File: src/rtl/unary_program_runner.sv
// unary_program_runner: loadable program executor with an output-stream self-check.
// Runs one instruction per cycle from program memory against a small local
// memory, records every OUT word, then compares the recorded words with a
// loaded expected table and reports finished/success/timeout/overflow.
module unary_program_runner #(
  parameter int WIDTH     = 12,
  parameter int NLOCAL    = 16,
  parameter int NPROG     = 16,
  parameter int NOUT      = 8,
  parameter int MAX_STEPS = 64,
  localparam int AW = $clog2(NLOCAL),
  localparam int PW = $clog2(NPROG),
  localparam int OW = $clog2(NOUT),
  localparam int IW = 3 + AW + WIDTH
) (
  input  logic             clock,
  input  logic             reset,
  input  logic             run,
  input  logic             prog_we,
  input  logic [PW-1:0]    prog_addr,
  input  logic [IW-1:0]    prog_data,
  input  logic             exp_we,
  input  logic [OW-1:0]    exp_addr,
  input  logic [WIDTH-1:0] exp_data,
  input  logic [OW:0]      exp_count,
  output logic             out_valid,
  output logic [WIDTH-1:0] out_data,
  output logic [OW:0]      out_count,
  output logic             finished,
  output logic             success,
  output logic             timeout,
  output logic             overflow
);

  localparam int SW = $clog2(MAX_STEPS + 1);

  localparam logic [2:0] OP_HALT = 3'd0;
  localparam logic [2:0] OP_MOVI = 3'd1;
  localparam logic [2:0] OP_NOT  = 3'd2;
  localparam logic [2:0] OP_INV  = 3'd3;
  localparam logic [2:0] OP_NEG  = 3'd4;
  localparam logic [2:0] OP_INC  = 3'd5;
  localparam logic [2:0] OP_OUT  = 3'd6;
  localparam logic [2:0] OP_JMP  = 3'd7;

  typedef enum logic [1:0] {S_IDLE, S_EXEC, S_CHECK, S_DONE} state_t;

  // Storage: none of these arrays is cleared by reset.
  logic [IW-1:0]    prog_mem  [NPROG];
  logic [WIDTH-1:0] exp_mem   [NOUT];
  logic [WIDTH-1:0] local_mem [NLOCAL];
  logic [WIDTH-1:0] out_mem   [NOUT];

  state_t           state_reg, state_next;
  logic [PW-1:0]    ip_reg, ip_next;
  logic [SW-1:0]    steps_reg, steps_next;
  logic [OW-1:0]    out_pos_reg, out_pos_next;
  logic [OW:0]      exp_count_reg, exp_count_next;
  logic [OW-1:0]    chk_idx_reg, chk_idx_next;
  logic             pass_reg, pass_next;
  logic             out_valid_reg, out_valid_next;
  logic [WIDTH-1:0] out_data_reg, out_data_next;
  logic [OW:0]      out_count_reg, out_count_next;
  logic             finished_reg, finished_next;
  logic             success_reg, success_next;
  logic             timeout_reg, timeout_next;
  logic             overflow_reg, overflow_next;

  logic             local_we;
  logic [AW-1:0]    local_waddr;
  logic [WIDTH-1:0] local_wdata;
  logic             out_we;

  // Instruction decode of the current program word (asynchronous read so a
  // new instruction issues every cycle).
  logic [IW-1:0]    instr;
  logic [2:0]       op;
  logic [AW-1:0]    tgt;
  logic [WIDTH-1:0] imm;
  logic [AW-1:0]    src;
  logic [WIDTH-1:0] src_val;
  logic [SW-1:0]    steps_inc;
  logic             exec_timeout;
  logic             exec_halt;
  logic             loads_ok;
  logic             start;
  logic             count_bad;
  logic [OW:0]      last_idx;
  logic             word_match;
  logic             chk_last;

  assign instr        = prog_mem[ip_reg];
  assign op           = instr[IW-1 -: 3];
  assign tgt          = instr[WIDTH +: AW];
  assign imm          = instr[WIDTH-1:0];
  assign src          = imm[AW-1:0];
  assign src_val      = local_mem[src];
  assign steps_inc    = steps_reg + SW'(1);
  // Timeout wins over the implicit halt at the last address, but not over HALT.
  assign exec_timeout = (steps_inc == SW'(MAX_STEPS)) && (op != OP_HALT);
  assign exec_halt    = (op == OP_HALT) || ((op != OP_JMP) && (ip_reg == PW'(NPROG - 1)));
  assign loads_ok     = (state_reg == S_IDLE) || (state_reg == S_DONE);
  assign start        = loads_ok && run;
  assign count_bad    = (out_count_reg != exp_count_reg) || overflow_reg;
  assign last_idx     = exp_count_reg - (OW+1)'(1);
  assign word_match   = (out_mem[chk_idx_reg] == exp_mem[chk_idx_reg]);
  assign chk_last     = ({1'b0, chk_idx_reg} == last_idx);

  // State register.
  always_ff @(posedge clock) begin
    if (reset) state_reg <= S_IDLE;
    else       state_reg <= state_next;
  end

  // Next-state logic.
  always_comb begin
    state_next = state_reg;
    case (state_reg)
      S_IDLE, S_DONE: if (run) state_next = S_EXEC;
      S_EXEC: begin
        if (exec_timeout)   state_next = S_DONE;
        else if (exec_halt) state_next = S_CHECK;
      end
      S_CHECK: begin
        if (count_bad || exp_count_reg == '0 || chk_last) state_next = S_DONE;
      end
      default: state_next = S_IDLE;
    endcase
  end

  // Datapath and output next-values.
  always_comb begin
    ip_next        = ip_reg;
    steps_next     = steps_reg;
    out_pos_next   = out_pos_reg;
    exp_count_next = exp_count_reg;
    chk_idx_next   = chk_idx_reg;
    pass_next      = pass_reg;
    out_valid_next = 1'b0;
    out_data_next  = out_data_reg;
    out_count_next = out_count_reg;
    finished_next  = finished_reg;
    success_next   = success_reg;
    timeout_next   = timeout_reg;
    overflow_next  = overflow_reg;
    local_we       = 1'b0;
    local_waddr    = tgt;
    local_wdata    = '0;
    out_we         = 1'b0;
    case (state_reg)
      S_IDLE, S_DONE: begin
        if (start) begin
          ip_next        = '0;
          steps_next     = '0;
          out_pos_next   = '0;
          exp_count_next = exp_count;
          chk_idx_next   = '0;
          pass_next      = 1'b1;
          out_count_next = '0;
          finished_next  = 1'b0;
          success_next   = 1'b0;
          timeout_next   = 1'b0;
          overflow_next  = 1'b0;
        end
      end
      S_EXEC: begin
        steps_next = steps_inc;
        ip_next    = ip_reg + PW'(1);
        case (op)
          OP_MOVI: begin local_we = 1'b1; local_wdata = imm; end
          OP_NOT:  begin local_we = 1'b1; local_wdata = (src_val == '0) ? WIDTH'(1) : '0; end
          OP_INV:  begin local_we = 1'b1; local_wdata = ~src_val; end
          OP_NEG:  begin local_we = 1'b1; local_wdata = -src_val; end
          OP_INC:  begin local_we = 1'b1; local_wdata = src_val + WIDTH'(1); end
          OP_OUT: begin
            out_we         = 1'b1;
            out_valid_next = 1'b1;
            out_data_next  = src_val;
            out_pos_next   = (out_pos_reg == OW'(NOUT - 1)) ? '0 : out_pos_reg + OW'(1);
            if (out_count_reg == (OW+1)'(NOUT)) overflow_next = 1'b1;
            else                                out_count_next = out_count_reg + (OW+1)'(1);
          end
          OP_JMP:  ip_next = imm[PW-1:0];
          default: ;
        endcase
        if (exec_timeout) begin
          timeout_next  = 1'b1;
          finished_next = 1'b1;
          success_next  = 1'b0;
        end
      end
      S_CHECK: begin
        if (count_bad) begin
          finished_next = 1'b1;
          success_next  = 1'b0;
        end else if (exp_count_reg == '0) begin
          finished_next = 1'b1;
          success_next  = pass_reg;
        end else begin
          pass_next    = pass_reg & word_match;
          chk_idx_next = chk_idx_reg + OW'(1);
          if (chk_last) begin
            finished_next = 1'b1;
            success_next  = pass_reg & word_match;
          end
        end
      end
      default: ;
    endcase
  end

  // Control and output registers, cleared by reset.
  always_ff @(posedge clock) begin
    if (reset) begin
      ip_reg        <= '0;
      steps_reg     <= '0;
      out_pos_reg   <= '0;
      exp_count_reg <= '0;
      chk_idx_reg   <= '0;
      pass_reg      <= 1'b0;
      out_valid_reg <= 1'b0;
      out_data_reg  <= '0;
      out_count_reg <= '0;
      finished_reg  <= 1'b0;
      success_reg   <= 1'b0;
      timeout_reg   <= 1'b0;
      overflow_reg  <= 1'b0;
    end else begin
      ip_reg        <= ip_next;
      steps_reg     <= steps_next;
      out_pos_reg   <= out_pos_next;
      exp_count_reg <= exp_count_next;
      chk_idx_reg   <= chk_idx_next;
      pass_reg      <= pass_next;
      out_valid_reg <= out_valid_next;
      out_data_reg  <= out_data_next;
      out_count_reg <= out_count_next;
      finished_reg  <= finished_next;
      success_reg   <= success_next;
      timeout_reg   <= timeout_next;
      overflow_reg  <= overflow_next;
    end
  end

  // Memory writes: host loads only while idle/done, execution writes in EXEC.
  always_ff @(posedge clock) begin
    if (!reset) begin
      if (prog_we && loads_ok) prog_mem[prog_addr] <= prog_data;
      if (exp_we && loads_ok)  exp_mem[exp_addr]   <= exp_data;
      if (local_we)            local_mem[local_waddr] <= local_wdata;
      if (out_we)              out_mem[out_pos_reg]   <= src_val;
    end
  end

  assign out_valid = out_valid_reg;
  assign out_data  = out_data_reg;
  assign out_count = out_count_reg;
  assign finished  = finished_reg;
  assign success   = success_reg;
  assign timeout   = timeout_reg;
  assign overflow  = overflow_reg;

endmodule

File: config.mk
export PLATFORM = sky130hd
export DESIGN_NAME = unary_program_runner
export DESIGN_NICKNAME = d
export VERILOG_FILES = /design/src/rtl/unary_program_runner.sv
export SDC_FILE = /design/constraint.sdc
export NUM_CORES = 1
export LEC_CHECK = 0
export CAP_MARGIN = 0
export CELL_PAD_IN_SITES_DETAIL_PLACEMENT = 1
export CELL_PAD_IN_SITES_GLOBAL_PLACEMENT = 1
export CORE_MARGIN = 3
export CORE_UTILIZATION = 54
export DETAILED_ROUTE_END_ITERATION = 8
export GPL_TIMING_DRIVEN = 0
export MAX_ROUTING_LAYER = met4
export PLACE_DENSITY_LB_ADDON = 0.1
export SYNTH_ARGS = -nofsm -noshare
export SYNTH_HDL_FRONTEND = slang
export SYNTH_SLANG_ARGS = --single-unit
export TNS_END_PERCENT = 30
File: constraint.sdc
create_clock -name clock -period 6.4 [get_ports clock]
set_clock_uncertainty 0.15 [all_clocks]
set_input_delay 1.28 -clock clock [delete_from_list [all_inputs] [get_ports clock]]
set_output_delay 1.28 -clock clock [all_outputs]
set_load 0.005 [all_outputs]
After elaboration in Yosys (flattened, before gate mapping). Memories as Yosys holds them, arrays and structs flattened. A register that Yosys moved wholly into a read port is not among the register bits. Index checks and enable logic that the tools add are counted.

Bits in registers: 45. Bits in latches: 0. Bits in writable memories: 688. ROM bits: 0. Output and inout bits: 21. Logic and storage cells: 150. Memories kept: 4.

Memory list: prog_mem (depth 16, width 19, rd ports 1, clocked after memory_dff 1, wr ports 1, line 49) `logic [IW-1:0] prog_mem [NPROG];`; local_mem (depth 16, width 12, rd ports 1, clocked after memory_dff 0, wr ports 1, line 51) `logic [WIDTH-1:0] local_mem [NLOCAL];`; exp_mem (depth 8, width 12, rd ports 1, clocked after memory_dff 1, wr ports 1, line 50) `logic [WIDTH-1:0] exp_mem [NOUT];`; out_mem (depth 8, width 12, rd ports 1, clocked after memory_dff 1, wr ports 1, line 52) `logic [WIDTH-1:0] out_mem [NOUT];`.

Add/subtract/negate cells: 8. $mul: 0. Div/mod/pow operators: 0. $lt $le $gt $ge: 0. Equal/unequal tests: 29. Shift-type cells: 0. Mux-type cells: 64. Bitwise operators: 2. Reduce and logical (&&, ||, !) cells: 29.

Operators by type and width (count): case mux 12 bit (5 select lines) (1); two-way mux 1 bit (31); two-way mux 3 bit (9); two-way mux 4 bit (6); != test 2 bit (second input constant) (8); case mux 4 bit (2 select lines) (2); == test 3 bit (second input constant) (5); case mux 7 bit (2 select lines) (1); adder 12 x 1 -> 12 bit (second input constant) (1); == test 12 bit (1); logical NOT 12 bit (1); two-way mux 12 bit (1); negator 12 bit (1); inverter 12 bit (1); case mux 3 bit (2 select lines) (2); AND reduction 3 bit (4); AND reduction 4 bit (3); adder 4 x 1 -> 4 bit (second input constant) (2); == test 4 bit (second input constant) (2); two-way mux 2 bit (4); adder 7 x 1 -> 7 bit (second input constant) (1); == test 7 bit (second input constant) (1); two-way mux 7 bit (1); adder 3 x 1 -> 3 bit (second input constant) (2); other kinds (24) (41).

Logic depth before layout (Yosys ltp).
Depth after elaboration: 7. Mapped depth: 16. Mapped depth without buffers: 11.

Least setup slack after synthesis. No wires, ideal clock.

Kind: register to register. Start: register with a tool-made name. End: memory out_mem[6][0], enable pin. Setup time: 399 ps. Arrival time: 4124 ps. Data required time: 5851 ps. Setup slack: 1727 ps. Cell stages (with the launch flop): 13. Buffers on the path: 5. Clock period less this slack: 4673 ps. Cell sequence: dfxtp_1 -> buf_2 -> buf_1 -> clkbuf_1 -> mux4_2 -> mux4_2 -> buf_2 -> nor2_1 -> nand2_1 -> clkbuf_1 -> nor2_1 -> nand2_1 -> nor3b_1.

RTL lines (line): end: declaration (52).

==> impl_results.md <==
- DRT met1 WL: 29,100 um
- Crit path cell chain: buf_2 -> buf_1 -> o21ai_1 -> nor3_1 -> a22oi_1 -> nand4_2 -> inv_2 -> nor3_2 -> nand3_1 -> o31a_1 -> a31oi_1
- Commonest cells after routing, fill and taps aside: edfxtp_1, mux4_2, mux2i_1
- Flop2flop setup slack: 0.31 ns
- # clock sinks: 740
- Synth Warn #: 0
- # rows: 85
- Share of cells above drive strength 1: 19.4%
- Syn Nets: 1,678
- Tightest Hold Check Type: flip-flop to flip-flop
- Mapped cell area: 29,600 um2
- CP endpoint: local_mem[14][10]$_DFFE_PP_
- RSZ-0062 raised after global routing: no
- Worst-margin pin slew: 1.35 ns
- DIE AREA: 57,700 um2
- Biggest regs: prog_mem x304, local_mem x192
- Nets: 1,840
- Largest stage delay, worst path: 1.01 ns
- Period utilization: 95.1%
- Area grow syn2layout: 14.8%
- 1st-iter DRT viols: 1,354
- Post-detail-place hpwl: 47,700 um
- Fin. Hold Viols: 0
- Htree depth: 3
- Post-DRT Antenna Nets: 0
- # IOs: 68
- Hold Path Origin: success$_SDFFE_PP0P_
- Root Buffer: clkbuf_16
- Post-synth top flop: edfxtp_1
- Place WS: -0.153 ns
- Total Wirelength: 72,900 um
- Final Slew Violations: 0
- Hold-fix buffers, CTS: 0
- CTS tree: yes
- CP Launch Type: flip-flop
- Clock buffer count from CTS: 75
- Largest net degree at the start of global routing: 20
- Via/cell ratio: 6.23
- Power Total: 12.1 mW
- Layout fillers: 4,611
- First-pass GRT wire length: 110,000 um
- Grt total ovfl: 0
- Max-cap violations: 0
- GPL Wtd Cong: 0.835
- Async SR Flop Fraction: 0%
- Sequential area share after synthesis: 73.2%
- Met2 wire length: 38,100 um
- WHS: 0.304 ns
- VDD IR-drop max: 0.318 mV
- Worst setup EP type: flip-flop
- Cells after synthesis: 1,620
- Register-to-Register Path Depth: 11
- Final setup viols: 0
- Clk_lat worst skew: 0.61 ns
- Commonest non-fill, non-tap cell in the layout: edfxtp_1
- Vias in the first global route: 17,100
- PortBufs: 66
- Status: complete, no violations
- Die Ht: 240 um
- Register bit total from synthesis: 740
- Top reg by flops: prog_mem
- Setup TNS: 0 ns
- Fmax: 0.164 GHz
- Reg clk slew, reported paths: 0.06 ns
- Vias: 15,800
- CP max FO: 16
- Slowest cell on crit path: a31oi_1
- Top Metal Used: met4
- Max reg flops: 304
- Met3 wire length: 4050 um
- Initial Utilization: 54.9%
- First drt pass iteration count: 7
- EDFF count, synth: 688
- Post-Synthesis Mean Instance Area: 18.3 um2
- Critical Path RT: 6.47 ns
- Initial antenna violation count: 3
- Worst slew margin: 9.35%
- Setup CP Type: flip-flop to flip-flop
- DRC viols: 0
- Post-synthesis cell type count: 75
- GRT Total Usage: 27.1%
- Min Tclk post-route: 6.09 ns
- CORE AREA: 54,000 um2
- PD cells: 355 nW/um2
- Clock Tree Buf Depth: 3
- Die W: 240 um
- Crit path DAT: 6.16 ns
- Leak: 10.8 nW
- Post-route setup slack: 0.312 ns
- WL per Instance: 28.7 um
- Worst R2R End: local_mem[14][10]$_DFFE_PP_
[worst min-delay path by stage]
stage	endpoint	depth (start not counted)
2_1_floorplan	success$_SDFFE_PP0P_	2
3_3_place_gp	out_data[9]$_SDFFE_PP0P_	2
3_5_place_dp	success$_SDFFE_PP0P_	2
4_1_cts	success$_SDFFE_PP0P_	2
5_1_grt	success$_SDFFE_PP0P_	2
6_report	success$_SDFFE_PP0P_	2
[worst max-delay path: cells and delay by family, from the launching register on]
| family | cells | cell delay (ns) |
|---|---|---|
| and+or+nand+nor | 4 | 1.83 |
| buffers and inverters | 3 | 1.09 |
| AOI/OAI and AO/OA | 4 | 2.11 |
| DFF | 1 | 0.49 |
[where the power goes]
group	internal, mW	leakage, nW	total [mW]	switching, mW
clock	2.54	1.19	4.31	1.77
combinational	0.772	2.96	2.20	1.43
sequential	5.53	6.66	5.58	0.0488
[timing repair]
| action | CTS | global route |
|---|---|---|
| setup endpoints to repair | 32 | 44 |
| buffers inserted | 0 | 0 |
| cloned | 0 | 0 |
| gates resized for setup | 2 | 3 |
[per-stage QoR]
stage | area [um2] | util, % | instances
6_report | 34000 | 63.0 | 2537
5_1_grt | 34000 | 63.0 | 2537
4_1_cts | 34000 | 62.8 | 2532
3_5_place_dp | 31500 | 58.4 | 2399
3_3_place_gp | 31200 | 57.7 | 2382
2_1_floorplan | 29600 | - | 1620
[synth_stat cells, drive strengths merged (7+ instances only)]
master	n	area, um2
edfxtp	688	20700
mux4	139	3130
mux2i	116	1160
nor2	100	385
nand2	73	274
dfxtp	52	1040
a21oi	45	225
buf	40	252
clkbuf	32	120
nor3	30	188
nand3	28	145
nand4	26	181
a22oi	22	165
inv	19	71.3
o21ai	17	85.1
xor2	17	149
nor4	16	100
xnor2	16	140
nand2b	14	87.6
o22ai	14	87.6
ha	11	138
a211oi	8	65.1
and2	7	43.8
[cell type report]
cell class / count / area (um2) / share of cell area (%)
well taps: 696 / 871 / 2.56
multi-input cells: 788 / 7710 / 22.7
plain buffers: 72 / 372 / 1.09
flip-flops and latches: 740 / 21700 / 63.8
inverters: 20 / 75.1 / 0.221
diodes: 3 / 7.51 / 0.0221
clock inverters: 39 / 343 / 1.01
clock buffers: 94 / 2080 / 6.10
repair buffers: 85 / 875 / 2.57
[per-layer routing]
layer | track usage (%) | vias to the layer above
li1 | - | 6886
met1 | 34.3 | 8323
met2 | 45.8 | 481
met3 | 4.76 | 111
met4 | 7.03 | 0
met5 | - | -
[kinds of logic (layout without fill, tap and decap cells)]
family / after synthesis / count (layout) / share of synthesized area [%]
buf+inv: 92 / 310 / 1.51
fa+ha+maj: 12 / 12 / 0.498
simple gates: 331 / 331 / 5.64
other cells: 0 / 3 / 0
mux: 261 / 261 / 14.7
compound gates: 151 / 151 / 3.44
flops: 740 / 740 / 73.2
xor+xnor: 33 / 33 / 0.975
No activity file was read; power rests on OpenSTA's default activity.
